`src/rtl/fetch_sequencer.sv`:
```
// -----------------------------------------------------------------------------
// fetch_sequencer
//
// Instruction fetch/decode sequencer for a small 16-bit processor. It fetches
// an instruction word from memory into the instruction register, decodes the
// opcode for one cycle and drives the address-select and PC-load strobes.
// Loads and stores get an extra memory phase followed by a PC increment.
// Every memory wait is bounded by MEM_TIMEOUT. On expiry the sequencer flags
// MemError and parks in HALT until the next ExternalReset.
//
// Parameters
//   MEM_TIMEOUT   maximum cycles to wait for MemDataReady (1..255)
//
// Ports
//   clk           single clock, rising edge
//   ExternalReset asynchronous, active-high reset
//   MemDataReady  memory completed the current read or write
//   Instruction   memory data bus, captured into IR on a fetch completion
//   Zflag         zero flag, consulted by BRZ in the DECODE cycle only
//   ResetPC       address select: PC <- reset vector
//   PCplusI       address select: PC + immediate
//   PCplus1       address select: PC + 1
//   RplusI        address select: register + immediate (memory operand)
//   Rplus0        address select: register (jump through register)
//   PCenable      PC load strobe
//   ReadMem       memory read request
//   WriteMem      memory write request
//   IRout         instruction register; IRout[7:0] is the immediate
//   Halted        sequencer is in HALT
//   MemError      a memory wait timed out
// -----------------------------------------------------------------------------
module fetch_sequencer #(
    parameter int MEM_TIMEOUT = 15
) (
    input  logic        clk,
    input  logic        ExternalReset,
    input  logic        MemDataReady,
    input  logic [15:0] Instruction,
    input  logic        Zflag,
    output logic        ResetPC,
    output logic        PCplusI,
    output logic        PCplus1,
    output logic        RplusI,
    output logic        Rplus0,
    output logic        PCenable,
    output logic        ReadMem,
    output logic        WriteMem,
    output logic [15:0] IRout,
    output logic        Halted,
    output logic        MemError
);

    // Opcodes held in IR[15:12]
    localparam logic [3:0] OP_NOP    = 4'b0000;
    localparam logic [3:0] OP_HALT   = 4'b0001;
    localparam logic [3:0] OP_JMPR   = 4'b0010;
    localparam logic [3:0] OP_BRZ    = 4'b0011;
    localparam logic [3:0] OP_JMPREG = 4'b0100;
    localparam logic [3:0] OP_LDR    = 4'b0101;
    localparam logic [3:0] OP_STR    = 4'b0110;

    // The wait counter holds the number of not-ready cycles already spent in
    // the current memory phase. A not-ready cycle seen while it equals
    // MEM_TIMEOUT-1 is the one that makes the count reach MEM_TIMEOUT, so a
    // phase lasts at most MEM_TIMEOUT cycles and readiness in the last of
    // them still counts as success.
    localparam logic [7:0] WAIT_LAST = 8'(MEM_TIMEOUT - 1);

    typedef enum logic [2:0] {
        S_RST    = 3'd0,
        S_FETCH  = 3'd1,
        S_DECODE = 3'd2,
        S_MEMOP  = 3'd3,
        S_INCPC  = 3'd4,
        S_HALT   = 3'd5
    } state_t;

    state_t      r_state;
    logic [15:0] r_ir;
    logic [7:0]  r_wait;
    logic        r_mem_error;

    logic [3:0]  w_opcode;
    logic        w_timeout;

    assign w_opcode  = r_ir[15:12];
    assign w_timeout = !MemDataReady && (r_wait == WAIT_LAST);

    // -------------------------------------------------------------------------
    // State, instruction register, wait counter and error flag
    // -------------------------------------------------------------------------
    always_ff @(posedge clk or posedge ExternalReset) begin
        if (ExternalReset) begin
            r_state     <= S_RST;
            r_ir        <= 16'h0000;
            r_wait      <= 8'd0;
            r_mem_error <= 1'b0;
        end else begin
            case (r_state)
                S_RST: begin
                    r_state <= S_FETCH;
                    r_wait  <= 8'd0;
                end

                S_FETCH: begin
                    if (MemDataReady) begin
                        r_ir    <= Instruction;
                        r_state <= S_DECODE;
                    end else begin
                        r_wait <= r_wait + 8'd1;
                        if (w_timeout) begin
                            r_mem_error <= 1'b1;
                            r_state     <= S_HALT;
                        end
                    end
                end

                S_DECODE: begin
                    // Every exit from DECODE enters FETCH or MEMOP (or HALT,
                    // where the counter is irrelevant), so clear it here.
                    r_wait <= 8'd0;
                    case (w_opcode)
                        OP_HALT:        r_state <= S_HALT;
                        OP_LDR, OP_STR: r_state <= S_MEMOP;
                        default:        r_state <= S_FETCH;
                    endcase
                end

                S_MEMOP: begin
                    if (MemDataReady) begin
                        r_state <= S_INCPC;
                    end else begin
                        r_wait <= r_wait + 8'd1;
                        if (w_timeout) begin
                            r_mem_error <= 1'b1;
                            r_state     <= S_HALT;
                        end
                    end
                end

                S_INCPC: begin
                    r_state <= S_FETCH;
                    r_wait  <= 8'd0;
                end

                S_HALT: begin
                    r_state <= S_HALT;
                end

                default: begin
                    r_state <= S_RST;
                end
            endcase
        end
    end

    // -------------------------------------------------------------------------
    // Output decode
    // Outputs are decoded from the state and IR rather than registered: BRZ
    // must look at Zflag during the DECODE cycle itself, and an asynchronous
    // reset must pull the memory strobes down without waiting for an edge.
    // -------------------------------------------------------------------------
    always_comb begin
        ResetPC  = 1'b0;
        PCplusI  = 1'b0;
        PCplus1  = 1'b0;
        RplusI   = 1'b0;
        Rplus0   = 1'b0;
        PCenable = 1'b0;
        ReadMem  = 1'b0;
        WriteMem = 1'b0;
        Halted   = 1'b0;

        case (r_state)
            S_RST: begin
                ResetPC  = 1'b1;
                PCenable = 1'b1;
            end

            S_FETCH: begin
                ReadMem = 1'b1;
            end

            S_DECODE: begin
                case (w_opcode)
                    OP_HALT, OP_LDR, OP_STR: begin
                        PCenable = 1'b0;
                    end
                    OP_JMPR: begin
                        PCplusI  = 1'b1;
                        PCenable = 1'b1;
                    end
                    OP_BRZ: begin
                        PCplusI  = Zflag;
                        PCplus1  = !Zflag;
                        PCenable = 1'b1;
                    end
                    OP_JMPREG: begin
                        Rplus0   = 1'b1;
                        PCenable = 1'b1;
                    end
                    // NOP and every unassigned opcode advance the PC by one
                    default: begin
                        PCplus1  = 1'b1;
                        PCenable = 1'b1;
                    end
                endcase
            end

            S_MEMOP: begin
                RplusI   = 1'b1;
                ReadMem  = (w_opcode == OP_LDR);
                WriteMem = (w_opcode == OP_STR);
            end

            S_INCPC: begin
                PCplus1  = 1'b1;
                PCenable = 1'b1;
            end

            S_HALT: begin
                Halted = 1'b1;
            end

            default: begin
                Halted = 1'b0;
            end
        endcase
    end

    assign IRout    = r_ir;
    assign MemError = r_mem_error;

    // OP_NOP is named for readability of the opcode map; NOP shares the
    // default decode path with the unassigned opcodes.
    logic w_is_nop;
    assign w_is_nop = (w_opcode == OP_NOP);
    logic w_unused;
    assign w_unused = w_is_nop;

endmodule

```
`config.mk`:
```
export PLATFORM = sky130hd
export DESIGN_NAME = fetch_sequencer
export DESIGN_NICKNAME = d
export VERILOG_FILES = /design/src/rtl/fetch_sequencer.sv
export SDC_FILE = /design/constraint.sdc
export NUM_CORES = 1
export LEC_CHECK = 0
export ABC_AREA = 1
export CORE_ASPECT_RATIO = 0.5
export CORE_MARGIN = 5
export CORE_UTILIZATION = 27
export CTS_CLUSTER_SIZE = 25
export DETAILED_ROUTE_END_ITERATION = 10
export GPL_ROUTABILITY_DRIVEN = 0
export HOLD_SLACK_MARGIN = 0.03
export PLACE_DENSITY = 0.6
export SKIP_LAST_GASP = 1
export SYNTH_ARGS = -nofsm -noshare
export SYNTH_HDL_FRONTEND = slang
export SYNTH_SLANG_ARGS = --single-unit
```
`constraint.sdc`:
```
create_clock -name clk -period 1.8 [get_ports clk]
set_input_delay 0.36 -clock clk [delete_from_list [all_inputs] [get_ports clk]]
set_output_delay 0.36 -clock clk [all_outputs]
set_load 0.05 [all_outputs]
```
==> results of run 1 <==
-- report_power, final --
part | switching [mW] | internal (mW) | leakage [nW]
Combinational | 1.75 | 1.03 | 0.725
Sequential | 0.204 | 0.872 | 0.350
Clock | 0.183 | 0.297 | 0.0357
Total | 2.14 | 2.20 | 1.11
-- worst reg2reg max path: cells and delay by family, from the launching register on --
family / cells / cell delay [ps]
flops: 1 / 390
buf+inv: 1 / 200
simple gates: 7 / 670
-- registers in the layout, indices dropped and copies added (netlist names) --
| name | count |
|---|---|
| IRout | 16 |
| r_state | 3 |
| MemError | 1 |
| r_wait | 8 |
-- area by class of cell --
| cell class | instances | area [um^2] | area share |
|---|---|---|---|
| Inverter | 33 | 124 | 0.0535 |
| Clock buffer | 3 | 41.3 | 0.0178 |
| Clock inverter | 1 | 30.0 | 0.0130 |
| Multi-Input combinational cell | 126 | 714 | 0.309 |
| Sequential cell | 28 | 704 | 0.304 |
| Timing Repair Buffer | 58 | 612 | 0.264 |
| Tap cell | 70 | 87.6 | 0.0379 |
-- path summary, 6_finish.rpt --
path | end | slack (ps)
max | WriteMem | -30
min | r_wait[2]$_DFFE_PP0P_ | 440
max reg2reg | r_wait[6]$_DFFE_PP0P_ | 430
min reg2reg | MemError$_DFFE_PP0P_ | 490
max in group asynchronous | IRout[15]$_DFFE_PP0P_ | 1090
min in group clk | MemError$_DFFE_PP0P_ | 490
-- routing by layer --
layer	vias to the layer above	track usage	share of wire
met1	623	0.125	0.44
met5	-	0	0
met4	0	0.0223	0.0083
met2	14	0.201	0.53
li1	714	-	-
met3	4	0.0177	0.016
-- placed cells by master (no fill, tap or decap), types with 4 or more instances in the layout --
master	n
nor2_4	4
nand2_1	46
a21oi_1	7
inv_1	27
dfrtp_1	25
o21ai_0	4
nand3_2	5
inv_2	6
nand2_2	4
buf_12	10
o21ai_1	13
buf_4	28
nor2_2	5
clkdlybuf4s50_1	19
nor2_1	17
nand3_1	8
-- logic make-up (layout without fill, tap and decap cells) --
logic type | count (synthesis) | in the layout | share of synthesized area
buf+inv | 37 | 95 | 0.102
simple gates | 95 | 95 | 0.287
flops | 28 | 28 | 0.487
compound gates | 29 | 29 | 0.107
fa+ha+maj | 2 | 2 | 0.0174
-- what timing repair did --
item	4_1_cts	5_1_grt
setup buffers	1	5
gates cloned	0	0
endpoints found under the setup margin	6	9
hold endpoints to repair	0	0
resized for setup	7	17
pin swaps	1	2
==> qor.csv, run 1 <==
metric,value,unit
first_pass_iters,4,
die_h,61.6,um
critPathLaunchType,flop,
drc,0,
num_rows,18,
grt_pass1_wl,5910,um
failed_checks,setup timing,
yosysMostFrequentCell,nand2_1,
drt_iter0_drc,25,
fin_util,0.459,
synthFlopType,dfrtp_1,
htreeDepth,1,
crit_fanout,6,
r2r-start,r_state[2]$_DFF_PP0_,
synth_top_area_frac,0.487,
ant_nets,0,
n_antenna_cell,0,
hold_ws,440,ps
gr-total-overflow,0,
ys_types,21,
outcome,"finished, violations left",
cts_tree,done,
worstPathCellList,"buf_4, inv_1, nand3_2, nor2_4, buf_12",
cp.depth,5,
slew_headroom,0.772,
clock-skew-final,2.53,ps
syn_nets,213,
dieWidth,113,um
setup_viol,2,
setup_slack,-26.2,ps
slew_violations,0,
ioPinCount,46,
finalHoldViolations,0,
power,4.33,mW
p_leak,1.11,nW
crit_buf_inv,3,
ctsLongestPathBuffers,2,
grt_max_degree,34,
synth_area,1440,um^2
cp.arrival,1470,ps
antenna_found_initial,0,
via_count,1355,
layout-drive-gt1-share,0.309,
fmax,548,MHz
syn_area_per_cell,7.53,um^2
cts_root_buf,clkbuf_8,
grt_usage,0.104,
post-route-cell-area,2310,um^2
port_buffers,45,
cpMaxStageDelayCell,dfrtp_1,
wl_per_cell,10.9,um
synth_common_cells,"nand2_1 (49), inv_1 (32), dfrtp_1 (28)",
max_cap_viol_count,0,
ys_seq_area_frac,0.487,
start_util,0.285,
core,5040,um^2
finalCritPeriodShare,1.01,
netlist_instances,191,
tightest_slew,341,ps
required,1440,ps
nNetsFinal,272,
path_clk_slew,90,ps
ys_warn_count,0,
setup_tns,-27.0,ps
area_delta_synth_final,60.8,%
ys_async_sr_fraction,1.00,
dp_hpwl,2800,um
yosys_register_bits,28,
dp_cells,309,
endpoint_kind,primary output,
hp-class,input pin to async pin,
clock-sinks,28,
grt_setup_unrepaired,true,
ff2ff_path_depth,8,
min_period,1830,ps
ys_top_cells_by_area,"dfrtp_1 (49%), nand2_1 (13%), inv_1 (8.3%), nor2_1 (6.5%), o21ai_1 (4.5%)",
placedInstanceArea,2120,um^2
peakVddDrop,587,uV
wl,3480,um
place_ws,54.8,ps
synth_top_cell_by_area,dfrtp_1,
worstSkewPairLatency,270,ps
viasPerCell,4.25,
n_fill_cell,484,
power.density,1870,nW/um^2
grt_pass1_vias,1316,
critPathMaxStageDelay,410,ps
cp-startpoint,r_state[2]$_DFF_PP0_,
die_area,6980,um^2
numCtsBuffers,3,
cts.hold.buffers_added,0,
fin_cells,319,
synth_edf_count,0,
path_class,flop to primary output,
cp_top_family,buffers and inverters,
(Power assumes the default switching activity.)
==> inputs of run 2 (changes only) <==
- REMOVE_ABC_BUFFERS: default -> 1
==> run 2 against run 1 <==
- the run now ends clean
- global-route usage increased by 0.41 points
- power increased by 0.61%
- die area unchanged
- final area decreased by 0.27%
- final cell count increased by 1.3%
- sequential share of layout area increased by 0.083 points
- critical endpoint is now PCplus1
- largest cell class is now registers
- highest routed layer unchanged
==> qor.csv, run 2 (synthesis gave the netlist of run 1 again) <==
metric,value,unit
outcome,finished clean,
grt_pass1_vias,1364,
grt_max_degree,29,
setup_slack,11.7,ps
area_delta_synth_final,60.3,%
p_leak,1.12,nW
worstSkewPairLatency,270,ps
max_cap_viol_count,0,
dp_hpwl,2780,um
start_util,0.285,
layout-drive-gt1-share,0.316,
path_class,flop to primary output,
post-route-cell-area,2310,um^2
cpMaxStageDelayCell,dfrtp_1,
finalHoldViolations,0,
cpMostUsedCell,nand3_2,
setup_viol,0,
die_h,61.6,um
endpoint_kind,primary output,
viasPerCell,4.26,
nNetsFinal,276,
fmax,559,MHz
numCtsBuffers,3,
ctsLongestPathBuffers,2,
layout_common_cells,"nand2_1 (43), buf_4 (30), inv_1 (29)",
grt_setup_unrepaired,true,
finalCritPeriodShare,0.993,
cts_root_buf,clkbuf_8,
placedInstanceArea,2080,um^2
antenna_found_initial,0,
grt_pass1_wl,6120,um
via_count,1376,
hp-class,input pin to async pin,
dieWidth,113,um
worstPathCellList,"buf_4, nor2_4, nand3_2, nand2_1, inv_1, nand3_2, nand2_2, buf_12",
peakVddDrop,619,uV
power.density,1890,nW/um^2
slew_headroom,0.765,
largest_reg_flops,16,
gr-total-overflow,0,
wl,3640,um
slew_violations,0,
critPathMaxStageDelay,400,ps
ioPinCount,46,
num_rows,18,
clock-skew-final,5.00,ps
n_fill_cell,504,
clock-sinks,28,
drt_iter0_drc,69,
wl_per_cell,11.3,um
die_area,6980,um^2
path_clk_slew,90,ps
n_antenna_cell,0,
port_buffers,45,
first_pass_iters,4,
ant_nets,0,
required,1440,ps
cp.arrival,1430,ps
critPathLaunchType,flop,
core,5040,um^2
cts.hold.buffers_added,0,
min_period,1790,ps
tightest_slew,352,ps
crit_fanout,3,
cts_tree,done,
grt_usage,0.108,
htreeDepth,1,
layout_commonest_cell,nand2_1,
place_ws,113,ps
drc,0,
run 2: metrics by stage:
step	TNS [ps]	hold WS, ps	power, mW	instances	utilization
2_1_floorplan	-2900	425	2.58	187	-
3_3_place_gp	0	470	3.58	312	0.412
3_5_place_dp	0	477	3.59	312	0.412
4_1_cts	-40.7	465	4.19	320	0.437
5_1_grt	-394	494	4.65	323	0.457
6_report	0	457	4.36	323	0.457
run 2: metal layers:
layer | up-vias | share of wire | track usage
met5 | - | 0 | 0
met4 | 0 | 0.0093 | 0.0257
met3 | 2 | 0.018 | 0.0216
met2 | 12 | 0.52 | 0.194
met1 | 644 | 0.45 | 0.138
li1 | 718 | - | -
run 2: final cells by class:
class,instances,area (um^2),area share
multi-input combinational,126,679,0.294
sequential,28,704,0.305
tap,70,87.6,0.0380
inverter,33,124,0.0537
clock inverter,1,30.0,0.0130
timing repair buffer,62,641,0.278
clock buffer,3,41.3,0.0179
run 2: path summary, 6_finish.rpt:
check | from | endpoint | slack, ps | depth (start not counted)
hold reg to reg | MemError$_DFFE_PP0P_ | MemError$_DFFE_PP0P_ | 500 | 1
max in group asynchronous | ExternalReset | IRout[15]$_DFFE_PP0P_ | 1060 | 3
setup reg to reg | r_state[2]$_DFF_PP0_ | r_wait[6]$_DFFE_PP0P_ | 520 | 8
setup / recovery | IRout[14]$_DFFE_PP0P_ | PCplus1 | 10 | 8
hold / removal | ExternalReset | r_state[2]$_DFF_PP0_ | 460 | 3
min in group clk | MemError$_DFFE_PP0P_ | MemError$_DFFE_PP0P_ | 500 | 1
run 2: worst max-delay path: cells and delay by family, from the launching register on:
family,cells,cell delay (ps)
AND/OR/NAND/NOR,5,430
flip-flops,1,400
buffers and inverters,3,330
run 2: what timing repair did:
action | CTS | global route
hold endpoints to repair | 0 | 0
setup endpoints to repair | 6 | 9
resized for setup | 11 | 25
buffers inserted | 5 | 3
pin swaps | 3 | 6
run 2: where the power goes:
group	switching (mW)	internal, mW	leakage, nW	total (mW)
registers	0.187	0.872	0.350	1.06
clock network	0.186	0.297	0.0357	0.483
logic	1.75	1.07	0.737	2.82
==> inputs of run 3 (changes only) <==
- CORE_MARGIN: 5 -> default
==> run 3 against run 2 <==
- the run now ends with setup timing left
- final cell count shrank 0.62%
- die area shrank 19%
- largest cell class is now multi-input combinational cells
- maximum frequency shrank 2.7%
- register-to-register slack lost 150 ps
- combinational power is essentially flat
==> qor.csv, run 3 (synthesis gave the netlist of run 1 again) <==
metric,value,unit
num_rows,18,
clock-skew-final,4.03,ps
min_period,1840,ps
layout_commonest_cell,nand2_1,
clock_power_share,0.111,
n_antenna_cell,0,
gr-total-overflow,0,
die_h,53.6,um
sequentialPowerShare,0.247,
setup_viol,4,
combinationalPowerShare,0.642,
hold_ws,450,ps
p_leak,1.12,nW
htreeDepth,1,
power_switching_share,0.494,
ant_nets,0,
crit_fanout,3,
dp_hpwl,2500,um
wl,3460,um
core,5020,um^2
dp_cells,310,
reg2reg_slack,370,ps
post-route-cell-area,2320,um^2
nNetsFinal,274,
die_area,5640,um^2
worstSkewPairLatency,270,ps
critPathMaxStageDelay,460,ps
max_cap_viol_count,0,
tightest_slew,362,ps
grt_usage,0.118,
path_clk_slew,90,ps
layout_common_cells,"nand2_1 (43), buf_4 (30), inv_1 (26)",
first_pass_iters,4,
port_buffers,45,
endpoint_kind,primary output,
cp.arrival,1480,ps
placedInstanceArea,2060,um^2
grt_setup_unrepaired,true,
peakVddDrop,537,uV
antenna_found_initial,0,
outcome,"finished, violations left",
grt_pass1_wl,5330,um
fin_cells,321,
slew_headroom,0.759,
setup_slack,-38.8,ps
hp-class,input pin to async pin,
cts_root_buf,clkbuf_8,
switchingPower,2.17,mW
failed_checks,setup timing,
r2r-start,r_state[1]$_DFF_PP0_,
layout-drive-gt1-share,0.339,
place_ws,92.0,ps
required,1440,ps
cp_top_family,simple AND/OR/NAND/NOR gates,
start_util,0.286,
cpMaxStageDelayCell,dfrtp_2,
finalCritPeriodShare,1.02,
drt_iter0_drc,35,
viasPerCell,4.26,
path_class,flop to primary output,
fmax,544,MHz
worstPathCellList,"nor2_4, nand3_2, nand2_2, nor2_4, nand3_2, nand2_2, buf_12",
fin_util,0.463,
numCtsBuffers,3,
wl_per_cell,10.8,um
ctsLongestPathBuffers,2,
cts_tree,done,
dieWidth,105,um
clock-sinks,28,
finalHoldViolations,0,
setup_tns,-122,ps
ioPinCount,46,
critPathLaunchType,flop,
largest_reg_flops,16,
slew_violations,0,
area_delta_synth_final,61.6,%
power.density,1890,nW/um^2
drc,0,
grt_pass1_vias,1196,
power,4.40,mW
crit_buf_inv,1,
cp-startpoint,IRout[14]$_DFFE_PP0P_,
via_count,1368,
p_int,2.23,mW
grt_max_degree,29,
[run 3: final cells by class]
| cell class | count | area, um^2 |
|---|---|---|
| clock buffers | 3 | 41.3 |
| clock inverters | 1 | 30.0 |
| fillers | 465 | 2700 |
| inverters | 33 | 126 |
| multi-input cells | 126 | 716 |
| flip-flops and latches | 28 | 706 |
| well taps | 70 | 87.6 |
| repair buffers | 60 | 618 |
[run 3: final timing paths]
check                                        end  cells past startpoint
max                                      PCplus1                      7
min in group clk            MemError$_DFFE_PP0P_                      1
max reg2reg                r_wait[6]$_DFFE_PP0P_                      9
min                        IRout[15]$_DFFE_PP0P_                      3
max in group asynchronous  IRout[12]$_DFFE_PP0P_                      3
min reg2reg                 MemError$_DFFE_PP0P_                      1
[run 3: power by group through the flow]
stage	clock network [mW]	registers [mW]	logic, mW
final	0.490	1.09	2.82
after detailed placement	0	1.05	2.50
after CTS	0.506	1.05	2.58
after global routing	0.521	1.12	3.00
after global placement	0	1.04	2.49
after floorplan	0	1.65	0.929
[run 3: layer usage]
metal | track usage | wire (um) | part of all wire
met4 | 0.0141 | 15 | 0.0043
met2 | 0.224 | 1800 | 0.52
met1 | 0.145 | 1560 | 0.45
met5 | 0 | 0 | 0
met3 | 0.0266 | 80 | 0.023
[run 3: timing repair]
| item | in CTS | in global routing |
|---|---|---|
| hold buffers | 0 | 0 |
| resized for setup | 11 | 36 |
| pin swaps | 2 | 11 |
| setup endpoints to repair | 7 | 9 |
| buffers inserted | 2 | 6 |
[run 3: worst min-delay path: stages]
cell	delay (ps)
clkdlybuf4s50_1	400
inv_1	60
buf_4	330
